[config.mk]
export PLATFORM = sky130hd
export DESIGN_NAME = md5_cand_gen
export DESIGN_NICKNAME = d
export VERILOG_FILES = /design/src/rtl/md5_cand_gen_pkg.sv /design/src/rtl/md5_cand_gen_bcd_adder.sv /design/src/rtl/md5_cand_gen.sv
export SDC_FILE = /design/constraint.sdc
export NUM_CORES = 1
export LEC_CHECK = 0
export CAP_MARGIN = 10
export CORE_UTILIZATION = 50
export DETAILED_ROUTE_END_ITERATION = 6
export GPL_TIMING_DRIVEN = 0
export PLACE_DENSITY_LB_ADDON = 0.12
export SLEW_MARGIN = 20
export SYNTH_ARGS = -nofsm -noshare
export SYNTH_HDL_FRONTEND = slang
export SYNTH_SLANG_ARGS = --single-unit
[constraint.sdc]
create_clock -name clk -period 13.6 [get_ports clk]
set_input_delay 2.72 -clock clk [delete_from_list [all_inputs] [get_ports clk]]
set_output_delay 2.72 -clock clk [all_outputs]
set_load 0.005 [all_outputs]
[src/rtl/md5_cand_gen_pkg.sv]
// Shared types and BCD helpers for the MD5 candidate generator.
package md5_cand_pkg;

    typedef enum logic [1:0] {
        S_IDLE = 2'd0,
        S_RUN  = 2'd1,
        S_DONE = 2'd2
    } state_t;

    localparam int DIGITS     = 8;
    localparam int MAX_DIGITS = 16;
    localparam int BCD_MAX_W  = 4 * MAX_DIGITS;
    localparam logic [7:0] ASCII_ZERO = 8'h30;

    // Callers zero-extend to BCD_MAX_W; zero nibbles are valid and compare neutrally.
    function automatic logic bcd_is_valid(input logic [BCD_MAX_W-1:0] v);
        logic ok;
        ok = 1'b1;
        for (int i = 0; i < MAX_DIGITS; i++) begin
            if (v[4*i +: 4] > 4'd9) ok = 1'b0;
        end
        return ok;
    endfunction

    // A lexicographic nibble compare from the MS digit equals an unsigned compare of the vector.
    function automatic logic bcd_le(input logic [BCD_MAX_W-1:0] a, input logic [BCD_MAX_W-1:0] b);
        return a <= b;
    endfunction

    function automatic logic [7:0] bcd_to_ascii(input logic [3:0] d);
        return ASCII_ZERO + {4'd0, d};
    endfunction

endpackage

[src/rtl/md5_cand_gen_bcd_adder.sv]
// Combinational DIGITS-digit BCD adder with a single-digit addend.
module bcd_adder
    import md5_cand_pkg::*;
#(
    parameter int DIGITS = 8
) (
    input  logic [4*DIGITS-1:0] a,
    input  logic [3:0]          addend,
    output logic [4*DIGITS-1:0] sum,
    output logic                carry_out
);

    logic [4:0] c;
    logic [4:0] s;

    // Digit plus carry-in never exceeds 18, so one decimal correction suffices.
    always_comb begin
        c   = {1'b0, addend};
        s   = '0;
        sum = '0;
        for (int i = 0; i < DIGITS; i++) begin
            s = {1'b0, a[4*i +: 4]} + c;
            if (s > 5'd9) begin
                s = s - 5'd10;
                c = 5'd1;
            end else begin
                c = 5'd0;
            end
            sum[4*i +: 4] = s[3:0];
        end
        carry_out = c[0];
    end

endmodule

[src/rtl/md5_cand_gen.sv]
// Walks BCD passwords low..high onto a valid/ready stream for the MD5 engine.
// Optional MS_TIMER_EN adds a millisecond run timer on elapsed_ms.
//
// state  | meaning
// S_IDLE | after reset, waiting for start
// S_RUN  | presenting candidates
// S_DONE | range exhausted, stopped or rejected; waits for start
module md5_cand_gen
    import md5_cand_pkg::*;
#(
    parameter int DIGITS = md5_cand_pkg::DIGITS,
    parameter int STRIDE = 1,
    parameter int CLK_HZ = 100_000_000
) (
    input  logic                clk,
    input  logic                rst,
    input  logic                start,
    input  logic                stop,
    input  logic [4*DIGITS-1:0] low,
    input  logic [4*DIGITS-1:0] high,
    output logic                cand_valid,
    input  logic                cand_ready,
    output logic [4*DIGITS-1:0] cand_bcd,
    output logic [8*DIGITS-1:0] cand_ascii,
    output logic                busy,
    output logic                done,
    output logic                err,
    output logic [31:0]         count,
    output logic [31:0]         elapsed_ms
);

    localparam int BW = 4 * DIGITS;

    state_t        state, state_nxt;
    logic [BW-1:0] cur, hi, next;
    logic          carry, last, start_ok, range_ok, accept;

    bcd_adder #(.DIGITS(DIGITS)) u_add (
        .a         (cur),
        .addend    (4'(STRIDE)),
        .sum       (next),
        .carry_out (carry)
    );

    assign range_ok = bcd_is_valid(BCD_MAX_W'(low)) && bcd_is_valid(BCD_MAX_W'(high))
                      && bcd_le(BCD_MAX_W'(low), BCD_MAX_W'(high));
    assign accept   = (state == S_RUN) && cand_ready;
    assign last     = (cur == hi) || carry || !bcd_le(BCD_MAX_W'(next), BCD_MAX_W'(hi));
    assign start_ok = start && (state != S_RUN);

    always_comb begin
        state_nxt = state;
        case (state)
            S_IDLE, S_DONE: if (start) state_nxt = range_ok ? S_RUN : S_DONE;
            S_RUN:          if (stop || (accept && last)) state_nxt = S_DONE;
            default:        state_nxt = S_IDLE;
        endcase
    end

    always_ff @(posedge clk or posedge rst) begin
        if (rst) state <= S_IDLE;
        else     state <= state_nxt;
    end

    // A stop coinciding with an accept counts the accept but keeps the presented value.
    always_ff @(posedge clk or posedge rst) begin
        if (rst) begin
            cur   <= '0;
            hi    <= '0;
            count <= '0;
            err   <= 1'b0;
        end else if (start_ok) begin
            cur   <= low;
            hi    <= high;
            count <= '0;
            err   <= !range_ok;
        end else if (accept) begin
            if (count != '1) count <= count + 32'd1;
            if (!stop && !last) cur <= next;
        end
    end

    assign cand_valid = (state == S_RUN);
    assign busy       = (state == S_RUN);
    assign done       = (state == S_DONE);
    assign cand_bcd   = cur;

    for (genvar g = 0; g < DIGITS; g++) begin : g_ascii
        assign cand_ascii[8*g +: 8] = bcd_to_ascii(cur[4*g +: 4]);
    end

`ifdef MS_TIMER_EN
    localparam int MS_DIV = (CLK_HZ >= 1000) ? CLK_HZ / 1000 : 1;

    logic [31:0] prescale;
    logic [31:0] ms_cnt;

    always_ff @(posedge clk or posedge rst) begin
        if (rst) begin
            prescale <= '0;
            ms_cnt   <= '0;
        end else if (start_ok) begin
            prescale <= 32'(MS_DIV - 1);
            ms_cnt   <= '0;
        end else if (state == S_RUN) begin
            if (prescale == '0) begin
                prescale <= 32'(MS_DIV - 1);
                ms_cnt   <= ms_cnt + 32'd1;
            end else begin
                prescale <= prescale - 32'd1;
            end
        end
    end

    assign elapsed_ms = ms_cnt;
`else
    assign elapsed_ms = '0;
`endif

endmodule
==> results of run 1 <==
[flip-flops by register name, indices dropped and copies added (netlist names)]
register / cells
count: 32
cand_bcd: 32
hi: 32
err: 1
state: 2
[cell families after synthesis]
group,Yosys count
DFF,99
muxes,10
xor gates and xnor gates,83
and+or+nand+nor,287
other,2
adders and majority gates,88
AOI/OAI and AO/OA,220
buffers and inverters,252
[per-stage QoR]
step,instances,power [mW],setup WS (ns)
2_1_floorplan,1103,0.585,2.83
3_3_place_gp,1491,0.710,0.939
3_5_place_dp,1492,0.718,0.840
4_1_cts,1508,1.01,0.783
5_1_grt,1508,1.07,0.109
6_report,1508,1.01,1.13
[routing by layer]
metal	GRT usage [%]	routed length [um]	vias to the layer above
met5	0	0	-
met4	9.82	662	0
met3	6.64	1800	46
met1	35.7	10300	3633
li1	-	-	3894
met2	43.9	10900	300
[path summary, 6_finish.rpt]
| path | from | end | slack, ns | cells after the start |
|---|---|---|---|---|
| max | cand_bcd[0]$_DFFE_PP0P_ | cand_bcd[2]$_DFFE_PP0P_ | 1.13 | 57 |
| max in group asynchronous | rst | cand_bcd[28]$_DFFE_PP0P_ | 10.23 | 3 |
| max reg2reg | cand_bcd[0]$_DFFE_PP0P_ | cand_bcd[2]$_DFFE_PP0P_ | 1.13 | 57 |
| min | err$_DFFE_PP0P_ | err$_DFFE_PP0P_ | 0.49 | 2 |
| min reg2reg | err$_DFFE_PP0P_ | err$_DFFE_PP0P_ | 0.49 | 2 |
| min in group asynchronous | rst | cand_bcd[7]$_DFFE_PP0P_ | 2.73 | 2 |
[final cells by class]
cell class | instances | share of cell area (%)
Inverter | 116 | 4.01
Clock buffer | 9 | 2.05
Timing Repair Buffer | 169 | 15.6
Buffer | 136 | 8.14
Clock inverter | 7 | 0.946
Tap cell | 220 | 2.51
Sequential cell | 99 | 22.6
Multi-Input combinational cell | 752 | 44.2
[power groups by stage]
stage	Combinational (mW)	Clock, mW	Sequential [mW]
5_1_grt	0.428	0.305	0.339
2_1_floorplan	0.249	0	0.336
4_1_cts	0.379	0.293	0.336
3_5_place_dp	0.377	0	0.341
6_report	0.382	0.290	0.336
3_3_place_gp	0.369	0	0.341
[critical path, delay by kind of cell, from the launching register on]
kind / cells / cell delay [ns]
adders and majority gates: 17 / 4.55
xor gates and xnor gates: 1 / 0.25
DFF: 1 / 0.49
buffers and inverters: 13 / 1.61
AOI/OAI and AO/OA: 17 / 3.58
and+or+nand+nor: 9 / 1.92
[layout by cell type (no fill, tap or decap), types with 13 or more instances in the layout]
master           Yosys  final
a21oi_1             65     65
buf_4               97     97
clkbuf_1            33     32
clkdlybuf4s50_1      0    168
conb_1               2     64
dfrtp_1             99     99
ha_1                88     88
inv_1              116    115
nand2_1             90     90
nand3_1             37     37
nand4_1             39     39
nor2_1              57     57
nor3_1              13     13
o21ai_0             82     81
o22ai_1             18     18
xnor2_1             27     27
xor2_1              56     56
==> impl_metrics.ini, run 1 <==
[status]
status = finished, final reports clean

[power]
pwr-share-clk_pct = 28.8
p_switching_mw = 0.351
peakVddDrop_uv = 70.1
swShare_pct = 34.8
p_seq_share_pct = 33.3
leakage_nw = 5.21
p_int_mw = 0.658
comb_power_share_pct = 37.9
powerDensity_nw_per_um2 = 91.9

[clocking]
clock_sinks = 99
ctsHoldBuffers = 0
cts-resized-gates = 0
cts_tree = built
cts_made_buffers = 9
cts_root_buffer = clkbuf_16
clk_pin_slew_worst_paths_ns = 0.07
cts_setup_buffers = 0
cts.htree.levels = 3
clock_path_buffers = 2
insertion_delay_ns = 0.36

[detailed_routing]
viasPerCell = 5.22
routedWlPerCell_um = 15.7
ant_nets = 0
drcViolationCount = 0
dr.pass1.iters = 5
wl_um = 23600
drt-initial-drc-count = 619
route.vias.total = 7873

[timing]
hold_violations = 0
setup_viol = 0
rsz0062_at_grt = no
relSlewSlack_pct = 39.1
tns_ns = 0
fin_skew_ns = 0.00875
fmax_ghz = 0.0802
fin_crit_ns = 12.47
timing.hold.ws_ns = 0.490
finalMaxSlewViolations = 0
layout_worst_path_cycle_share_pct = 91.7
worst_pin_slew_ns = 0.914

[place]
io_buffer_count = 168
hpwlAfterDp_um = 18500
placed_area_sq_um = 10600
gp_congestion = 0.983

[global_routing]
grt_pass1_vias = 7209
grt_overflow = 0
grt_max_degree = 66
grt_usage_pct = 27.3
grt_pass1_wl_um = 37100
antenna_found_initial = 0

[floorplan]
io_pins = 233
die_width_um = 132
initial_core_util_pct = 50.9
core_sq_um = 16500
die_y_um = 132
rows = 47
dieArea_sq_um = 17400

[worst_hold_path]
min_path_type = reg -> reg

[synth]
synth_xor_area_share_pct = 8.64
synthTopCellsByCount = inv_1 (116), dfrtp_1 (99), buf_4 (97)
synth-edff-count = 0
yosysMostFrequentCell = inv_1
synth.avg_cell_area_sq_um = 8.08
async_flop_share_pct = 100
postSynthCellCount = 1041
ys_seq_elements = 99
synth_compound_area_share_pct = 15.3
synthSimpleGateAreaFrac_pct = 16.5
synth.distinct_cells = 53
seq_area_frac_synth_pct = 29.4
synthTopCellsByArea = dfrtp_1 (29%), ha_1 (13%), buf_4 (8.7%)
synth_mux_area_share_pct = 1.19
synth_area_sq_um = 8410
synth_top_family_by_area = simple AND/OR/NAND/NOR gates
synth.top_cell.area_share_pct = 29.4
synth_top_cell_by_area = dfrtp_1
yosysWarnings = 0
ys_dominant_reg_cell = dfrtp_1
synth_adder_area_share_pct = 13.1

[setup_path]
worstSetupEndpointType = flop
cpMostUsedCell = ha_1
slowest_stage = dfrtp_1
crit_path_start_kind = flop
max_stage_delay_ns = 0.49
crit_type = reg -> reg
arrival_ns = 12.76
worstPathRequired_ns = 13.89
critPathMaxFanout = 9

[final_layout]
design_area_sq_um = 11000
post-route-util_pct = 66.4
nets = 1440
num_antenna_cells = 0
syn2layout_area_growth_pct = 30.5
drive_above_1_share_pct = 10.1
fillers = 1477
multi_input_area_sq_um = 4850
regArea_sq_um = 2480

[job]
maxCapViolations = 0
No activity file was read; power rests on OpenSTA's default activity.
==> inputs of run 2 (changes only) <==
Settings changed: CTS_CLUSTER_DIAMETER set to 100.
==> results of run 2 <==
The final DEF is identical to that of run 1; final timing and power are the same.
==> inputs of run 3 (changes only) <==
Settings changed: HOLD_SLACK_MARGIN set to 0.15.
==> results of run 3 <==
The final DEF is identical to that of run 1; final timing and power are the same.
